<file path="src/rtl/multicycle_ctrl.sv">
// Multi-cycle MIPS control FSM: sequences FETCH/DECODE/EXEC/MEM/WB over a shared memory port,
// guards memory accesses with a watchdog and counts retired instructions.
module multicycle_ctrl #(
  parameter int unsigned CNT_W      = 32,
  parameter int unsigned WAIT_LIMIT = 16
) (
  input  logic             clk,
  input  logic             rst,
  input  logic [5:0]       opcode,
  input  logic             alu_zero,
  input  logic             mem_ready,
  output logic             mem_req,
  output logic             mem_we,
  output logic             iord,
  output logic             ir_write,
  output logic             pc_write,
  output logic [1:0]       pc_source,
  output logic             alu_src_a,
  output logic [1:0]       alu_src_b,
  output logic [1:0]       alu_op,
  output logic             reg_dst,
  output logic             mem_to_reg,
  output logic             reg_write,
  output logic             instr_done,
  output logic             illegal_op,
  output logic             bus_error,
  output logic [CNT_W-1:0] instr_count,
  output logic [3:0]       state
);

  typedef enum logic [3:0] {
    StIdle     = 4'd0,
    StFetch    = 4'd1,
    StDecode   = 4'd2,
    StMemAddr  = 4'd3,
    StMemRead  = 4'd4,
    StMemWb    = 4'd5,
    StMemWrite = 4'd6,
    StRExec    = 4'd7,
    StRWb      = 4'd8,
    StBranch   = 4'd9,
    StJump     = 4'd10,
    StIExec    = 4'd11,
    StIWb      = 4'd12
  } state_e;

  localparam logic [5:0] OpRType = 6'b000000;
  localparam logic [5:0] OpLw    = 6'b100011;
  localparam logic [5:0] OpSw    = 6'b101011;
  localparam logic [5:0] OpBeq   = 6'b000100;
  localparam logic [5:0] OpJ     = 6'b000010;
  localparam logic [5:0] OpAddi  = 6'b001000;

  // Wide enough to hold WAIT_LIMIT itself without wrapping.
  localparam int unsigned     WaitW    = $clog2(WAIT_LIMIT + 2);
  localparam bit              WdogEn   = (WAIT_LIMIT != 0);
  localparam logic [WaitW-1:0] WaitLast = WdogEn ? WaitW'(WAIT_LIMIT - 1) : '0;

  state_e           state_q, state_d;
  logic [WaitW-1:0] wait_q, wait_d;
  logic [CNT_W-1:0] count_q, count_d;
  logic             req_state;
  logic             timeout;

  // Derived from state only, so the watchdog does not loop through the output decoder.
  assign req_state = (state_q == StFetch) || (state_q == StMemRead) || (state_q == StMemWrite);
  assign timeout   = WdogEn && req_state && !mem_ready && (wait_q == WaitLast);
  assign wait_d    = (req_state && !mem_ready) ? wait_q + 1'b1 : '0;
  assign count_d   = instr_done ? count_q + 1'b1 : count_q;

  assign instr_count = count_q;
  assign state       = state_q;

  always_ff @(posedge clk or posedge rst) begin
    if (rst) begin
      state_q <= StIdle;
      wait_q  <= '0;
      count_q <= '0;
    end else begin
      state_q <= state_d;
      wait_q  <= wait_d;
      count_q <= count_d;
    end
  end

  always_comb begin
    state_d    = state_q;
    mem_req    = 1'b0;
    mem_we     = 1'b0;
    iord       = 1'b0;
    ir_write   = 1'b0;
    pc_write   = 1'b0;
    pc_source  = 2'b00;
    alu_src_a  = 1'b0;
    alu_src_b  = 2'b00;
    alu_op     = 2'b00;
    reg_dst    = 1'b0;
    mem_to_reg = 1'b0;
    reg_write  = 1'b0;
    instr_done = 1'b0;
    illegal_op = 1'b0;
    bus_error  = 1'b0;
    unique case (state_q)
      StIdle: state_d = StFetch;
      StFetch: begin
        mem_req   = 1'b1;
        alu_src_b = 2'b01;
        if (timeout) begin
          bus_error = 1'b1;
          state_d   = StIdle;
        end else if (mem_ready) begin
          ir_write = 1'b1;
          pc_write = 1'b1;
          state_d  = StDecode;
        end
      end
      StDecode: begin
        alu_src_b = 2'b11;
        unique case (opcode)
          OpRType:    state_d = StRExec;
          OpLw, OpSw: state_d = StMemAddr;
          OpBeq:      state_d = StBranch;
          OpJ:        state_d = StJump;
          OpAddi:     state_d = StIExec;
          default: begin
            illegal_op = 1'b1;
            state_d    = StFetch;
          end
        endcase
      end
      StMemAddr: begin
        alu_src_a = 1'b1;
        alu_src_b = 2'b10;
        state_d   = (opcode == OpSw) ? StMemWrite : StMemRead;
      end
      StMemRead: begin
        mem_req = 1'b1;
        iord    = 1'b1;
        if (timeout) begin
          bus_error = 1'b1;
          state_d   = StIdle;
        end else if (mem_ready) begin
          state_d = StMemWb;
        end
      end
      StMemWb: begin
        mem_to_reg = 1'b1;
        reg_write  = 1'b1;
        instr_done = 1'b1;
        state_d    = StFetch;
      end
      StMemWrite: begin
        mem_req = 1'b1;
        mem_we  = 1'b1;
        iord    = 1'b1;
        if (timeout) begin
          bus_error = 1'b1;
          state_d   = StIdle;
        end else if (mem_ready) begin
          instr_done = 1'b1;
          state_d    = StFetch;
        end
      end
      StRExec: begin
        alu_src_a = 1'b1;
        alu_op    = 2'b10;
        state_d   = StRWb;
      end
      StRWb: begin
        reg_dst    = 1'b1;
        reg_write  = 1'b1;
        instr_done = 1'b1;
        state_d    = StFetch;
      end
      StBranch: begin
        alu_src_a  = 1'b1;
        alu_op     = 2'b01;
        pc_source  = 2'b01;
        pc_write   = alu_zero;
        instr_done = 1'b1;
        state_d    = StFetch;
      end
      StJump: begin
        pc_source  = 2'b10;
        pc_write   = 1'b1;
        instr_done = 1'b1;
        state_d    = StFetch;
      end
      StIExec: begin
        alu_src_a = 1'b1;
        alu_src_b = 2'b10;
        state_d   = StIWb;
      end
      StIWb: begin
        reg_write  = 1'b1;
        instr_done = 1'b1;
        state_d    = StFetch;
      end
      default: state_d = StIdle;
    endcase
  end

endmodule

</file>
<file path="config.mk">
export PLATFORM = sky130hd
export DESIGN_NAME = multicycle_ctrl
export DESIGN_NICKNAME = d
export VERILOG_FILES = /design/src/rtl/multicycle_ctrl.sv
export SDC_FILE = /design/constraint.sdc
export NUM_CORES = 1
export LEC_CHECK = 0
export ABC_AREA = 0
export CAP_MARGIN = 0
export CORE_MARGIN = 4
export CORE_UTILIZATION = 40
export DETAILED_ROUTE_END_ITERATION = 10
export GPL_TIMING_DRIVEN = 0
export HOLD_SLACK_MARGIN = 0.05
export PLACE_DENSITY_LB_ADDON = 0.05
export RECOVER_POWER = 100
export SLEW_MARGIN = 20
export SYNTH_ARGS = -nofsm -noshare
export SYNTH_HDL_FRONTEND = slang
export SYNTH_SLANG_ARGS = --single-unit
</file>
<file path="constraint.sdc">
create_clock -name clk -period 2.4 [get_ports clk]
set_clock_uncertainty 0.05 [all_clocks]
set_input_delay 0.6 -clock clk [delete_from_list [all_inputs] [get_ports clk]]
set_output_delay 0.6 -clock clk [all_outputs]
set_load 0.02 [all_outputs]
</file>
==> impl_metrics.json, run 1 <==
{
  "outcome": "complete, no violations",
  "critPathSlowestCell": "dlygate4sd3_1",
  "drv_slew": 0,
  "grt.met1_usage_pct": 22.5,
  "fmax_ghz": 0.420,
  "dp_hpwl_um": 3800,
  "clkTransAtPathRegs_ns": 0.08,
  "numCtsBuffers": 5,
  "rsz0062_at_grt": "yes",
  "crit_arrival_ns": 1.73,
  "start_util_pct": 42.2,
  "hold_buffers": 0,
  "grt.met3_usage_pct": 4.12,
  "synth_seq_area_share_pct": 46.5,
  "tightestPinTransition_ns": 0.716,
  "fin_util_pct": 58.0,
  "hp-class": "flop to flop",
  "worst_slack_ns": 0.0170,
  "setup-violations-final": 0,
  "max-clock-path-buffers": 2,
  "vias": 1879,
  "core-area_mm2": 0.00524,
  "synth_area_leaders": "dfrtp_1, xnor2_1, nand2_1",
  "synth_top_area_cell": "dfrtp_1",
  "syn-num-nets": 234,
  "syn_area_per_cell_um2": 9.99,
  "ant_nets": 0,
  "startpoint_type": "primary input",
  "final_cells": 363,
  "drive_gt1_share_pct": 14.3,
  "synth.distinct_cells": 41,
  "grt_usage_pct": 16.3,
  "clk_latency_ns": 0.29,
  "routedWlPerCell_um": 14.2,
  "drt_wl_total_um": 5140,
  "cts_sinks": 41,
  "synth_top_cell_area_share_pct": 46.5,
  "cts_root_buf": "clkbuf_8",
  "powerDensity_mw_per_mm2": 793,
  "grt_antenna_before_repair": 0,
  "fin_crit_sh_pct": 99.3,
  "dieHeight_um": 82.3,
  "max_stage_delay_ns": 0.67,
  "worstPathMaxFanout": 5,
  "ios": 64,
  "grt-ovfl-total": 0,
  "path_class": "primary input to output port",
  "drv_cap": 0,
  "fp-row-count": 26,
  "drc": 0,
  "synth_cells": 221,
  "met2_usage_pct": 25.6,
  "leakagePower_nw": 1.37,
  "path_buf_inv": 2,
  "dieArea_mm2": 0.00677,
  "finalHoldViolations": 0,
  "timing.rr.start": "state[1]",
  "synth_area_mm2": 0.00221,
  "viasPerCell": 5.18,
  "grt_max_degree": 31,
  "ctsHtreeMaxLevel": 2,
  "place_congestion": 0.844,
  "fin_tns_setup_ns": 0,
  "hp-start": "instr_count[31]",
  "dp_slack_ns": -0.651,
  "numPortBuffers": 63,
  "busiest_layer": "met2",
  "place_inst": 355,
  "slew_headroom_pct": 52.2,
  "fin_crit_ns": 2.38,
  "grt_pass1_wl_um": 8650,
  "ys_warn_count": 0,
  "ys_ff_latch": 41,
  "drt_iter0_drc": 54,
  "cp.required_ns": 1.75,
  "fin_nets": 306,
  "peakVddDrop_mv": 0.488,
  "grt_pass1_vias": 1851,
  "first_pass_iters": 4,
  "diodes": 0,
  "crit_chain": "dlygate4sd3_1, a211oi_2, nor3b_1, buf_4",
  "critPathTopFamily": "buffers and inverters",
  "cts_tree": "built",
  "syn_to_final_growth_pct": 37.6,
  "critPathLaunch": "opcode[4]",
  "setup.worst_path.end_class": "output port",
  "die_x_um": 82.3
}
-- cells in the mapped netlist (all sizes together) --
master,number
a2111oi,2
a211o,4
a211oi,2
a21o,2
a21oi,7
a221o,1
a22o,1
and2,3
and3,6
and4,6
buf,3
clkbuf,5
dfrtp,41
ha,3
inv,7
maj3,1
mux2,1
mux2i,1
nand2,21
nand2b,5
nand3,10
nand3b,1
nand4,11
nor2,15
nor2b,2
nor3,7
nor3b,1
nor4,1
nor4b,1
o211ai,2
o21ai,7
o22ai,1
o32ai,1
or3,3
or4b,1
xnor2,29
xor2,6
-- flip-flops by register name, summed over array words and instances (netlist names) --
name / cells
instr_count: 32
wait_q: 5
state: 4
-- per-stage QoR --
stage	area [um2]	total power, W	hold WS (ns)
5_1_grt	3040	0.00258	0.443
3_3_place_gp	2930	0.00204	0.406
3_5_place_dp	2950	0.00205	0.419
2_1_floorplan	2210	0.00157	0.383
6_report	3040	0.00241	0.414
4_1_cts	3050	0.00246	0.429
-- cell type report --
class | count | area (um2)
Sequential cell | 41 | 1030
Buffer | 7 | 46.3
Inverter | 7 | 26.3
Tap cell | 70 | 87.6
Fill cell | 511 | 2200
Timing Repair Buffer | 66 | 593
Clock inverter | 1 | 8.76
Multi-Input combinational cell | 165 | 1170
Clock buffer | 6 | 72.6
-- worst reg2reg max path, cell delays in order (launching register included) --
cell       delay, ns
dfrtp_2         0.45
maj3_2          0.35
or3_1           0.41
a2111oi_4       0.35
buf_4           0.22
and4_1          0.22
xor2_1          0.14
-- cells by family after synthesis --
| family | share of synthesized area, % |
|---|---|
| AND/OR/NAND/NOR | 22.9 |
| AO/OA/AOI/OAI | 10.8 |
| multiplexers | 0.963 |
| XOR/XNOR | 13.9 |
| flip-flops | 46.5 |
| adder cells (fa/ha/maj) | 2.21 |
| buffers and inverters | 2.78 |
-- timing repair --
action,4_1_cts,5_1_grt
buffers inserted,1,1
cloned,0,0
endpoints found under the setup margin,36,20
pin swaps,1,4
gates resized for setup,49,28
hold endpoints to repair,0,0
-- worst paths after layout --
check	end	slack [ns]	cells past startpoint
min reg2reg	instr_count[31]	0.41	1
min in group asynchronous	instr_count[26]	0.68	2
max reg2reg	instr_count[29]	0.14	6
min	instr_count[31]	0.41	1
max	illegal_op	0.02	4
max in group asynchronous	state[2]	0.53	3
-- report_power, final --
group | leakage [nW] | switching (W) | internal [W]
Clock | 0.0412 | 0.000227 | 0.000201
Combinational | 0.784 | 0.000653 | 0.000443
Sequential | 0.540 | 0.000107 | 0.000780
Total | 1.37 | 0.000987 | 0.00142
-- per-layer routing --
metal	wire, um	vias up
met5	0	-
met4	18	0
met3	272	2
met2	2460	44
met1	2390	914
li1	-	919
-- cells in the final DEF, fill, tap and decap left out, types with 7 or more instances in the layout --
cell,instances
dlygate4sd3_1,38
clkbuf_2,7
dlygate4sd2_1,11
a21oi_1,7
inv_1,7
nand2_1,21
nand3_1,10
nor2_1,15
xnor2_1,29
dfrtp_1,38
nand4_1,11
(Power assumes the default switching activity.)
==> inputs of run 2 (changes only) <==
--- a/config.mk
+++ b/config.mk
@@ -8,10 +8,11 @@
 export ABC_AREA = 0
 export CAP_MARGIN = 0
 export CORE_MARGIN = 4
-export CORE_UTILIZATION = 40
+export CORE_UTILIZATION = 49
+export CTS_BUF_LIST = sky130_fd_sc_hd__clkbuf_4
 export DETAILED_ROUTE_END_ITERATION = 10
 export GPL_TIMING_DRIVEN = 0
-export HOLD_SLACK_MARGIN = 0.05
+export HOLD_SLACK_MARGIN = 0.06
 export PLACE_DENSITY_LB_ADDON = 0.05
 export RECOVER_POWER = 100
 export SLEW_MARGIN = 20
==> run 2 against run 1 <==
  * Sequential cell count unchanged
  * Critical path depth up 1
  * Clock power rose by 6.1%
  * Global-route usage increased by 3.4 points
  * Setup slack worse by 0.0069 ns
  * Sequential power shrank 0.6%
  * Critical path type unchanged
==> impl_metrics.json, run 2 (synthesis gave the netlist of run 1 again) <==
{
  "routedWlPerCell_um": 15.0,
  "reg2reg_to": "instr_count[28]",
  "core-area_mm2": 0.00435,
  "largest_reg_flops": 32,
  "max_stage_delay_ns": 0.40,
  "start_util_pct": 50.7,
  "cts_tree": "built",
  "timing.rr.start": "state[1]",
  "powerDensity_mw_per_mm2": 806,
  "cts_root_buf": "clkbuf_4",
  "fin_crit_sh_pct": 99.6,
  "hp-class": "flop to flop",
  "first_pass_iters": 4,
  "hold_buffers": 0,
  "endpoint": "illegal_op",
  "fin_util_pct": 71.2,
  "worst_slack_ns": 0.0101,
  "leakagePower_nw": 1.41,
  "met1_length_um": 2330,
  "drc": 0,
  "ant_nets": 0,
  "ios": 64,
  "wl_met2_um": 2560,
  "fin_area_mm2": 0.00310,
  "fin_crit_ns": 2.39,
  "final_cells": 352,
  "drv_cap": 0,
  "grt_usage_pct": 19.7,
  "vias": 1953,
  "viasPerCell": 5.55,
  "critPathSlowestCell": "or3_4",
  "die_x_um": 75.1,
  "crit_arrival_ns": 1.74,
  "mostFrequentLayoutCells": "dfrtp_1, dlygate4sd3_1, xnor2_1",
  "numPortBuffers": 63,
  "highest_layer": "met4",
  "grt_pass1_vias": 1858,
  "place_congestion": 0.872,
  "drive_gt1_share_pct": 18.0,
  "setup.worst_path.end_class": "output port",
  "cts_sinks": 41,
  "rrSetupSlack_ns": 0.08,
  "ctsHtreeMaxLevel": 2,
  "worstPathMaxFanout": 5,
  "drv_slew": 0,
  "grt-ovfl-total": 0,
  "peakVddDrop_mv": 0.773,
  "crit_chain": "dlygate4sd2_1, or3_4, nor4b_4, nor3b_2, buf_4",
  "multiInputGateArea_mm2": 0.00122,
  "slew_headroom_pct": 44.5,
  "outcome": "complete, no violations",
  "dieArea_mm2": 0.00565,
  "cp.required_ns": 1.75,
  "dieHeight_um": 75.1,
  "max-clock-path-buffers": 2,
  "startpoint_type": "primary input",
  "placed_area_mm2": 0.00292,
  "clk_latency_ns": 0.35,
  "finalHoldViolations": 0,
  "dp_slack_ns": -0.644,
  "numCtsBuffers": 5,
  "grt_pass1_wl_um": 8590,
  "ff2ff_path_depth": 7,
  "fillCellCount": 335,
  "fp-row-count": 24,
  "dp_hpwl_um": 3850,
  "seq_area_mm2": 0.00103,
  "setup-violations-final": 0,
  "drt_wl_total_um": 5280,
  "diodes": 0,
  "grt_antenna_before_repair": 0,
  "fin_nets": 312,
  "path_class": "primary input to output port",
  "syn_to_final_growth_pct": 40.3,
  "rsz0062_at_grt": "yes",
  "layout_commonest_cell": "dfrtp_1",
  "tightestPinTransition_ns": 0.833,
  "route.met3.wl_um": 341,
  "critPathLaunch": "opcode[3]",
  "grt_max_degree": 36,
  "fmax_ghz": 0.418,
  "clkTransAtPathRegs_ns": 0.12,
  "place_inst": 337,
  "drt_iter0_drc": 136
}
run 2: cell types whose count changed in the layout (fill, tap and decap cells not counted), moves of 2 or more:
cell / delta
buf_4: +5
clkdlybuf4s15_1: -2
clkbuf_4: +2
ha_2: -2
or3_1: -2
or3_4: +2
buf_6: +2
clkbuf_8: -5
clkbuf_2: +3
run 2: timing repair:
action,in CTS,in global routing
pin swaps,2,7
setup endpoints to repair,34,20
buffers inserted,5,2
resized for setup,62,26
cloned,0,1
run 2: worst min path at each step:
stage                         start         endpoint  slack (ns)  cells past startpoint
floorplan                 wait_q[0]        wait_q[0]        0.38                      1
global placement          wait_q[0]        wait_q[0]        0.40                      1
detailed placement        wait_q[0]        wait_q[0]        0.40                      1
CTS                             rst        wait_q[3]        0.38                      2
global route        instr_count[29]  instr_count[29]        0.47                      1
finish              instr_count[17]  instr_count[17]        0.44                      1
run 2: layout make-up:
type | count | share of cell area [%]
Clock buffer | 5 | 1.21
Buffer | 7 | 1.33
Multi-Input combinational cell | 165 | 39.3
Clock inverter | 3 | 1.41
Timing Repair Buffer | 72 | 20.6
Sequential cell | 41 | 33.2
Tap cell | 52 | 2.10
Inverter | 7 | 0.848
run 2: report_power, final:
group	internal, W	leakage, nW	switching, W
logic	0.000471	0.827	0.000691
clock network	0.000221	0.0456	0.000234
registers	0.000779	0.540	0.000102
run 2: through the flow:
stage / power [W] / TNS [ns] / hold slack (ns)
finish: 0.00250 / 0 / 0.438
global route: 0.00268 / -0.142 / 0.471
CTS: 0.00254 / 0 / 0.377
detailed placement: 0.00206 / -10.82 / 0.399
global placement: 0.00204 / -13.55 / 0.401
floorplan: 0.00157 / 0 / 0.383
run 2: critical path, delay by kind of cell:
family,cells,cell delay (ns)
and+or+nand+nor,3,0.69
buffers and inverters,2,0.44
run 2: per-layer routing:
| layer | up-vias | global-route usage [%] |
|---|---|---|
| met3 | 6 | 4.54 |
| met2 | 61 | 33.6 |
| met1 | 946 | 25.6 |
| li1 | 940 | - |
| met4 | 0 | 4.66 |
| met5 | - | 0 |
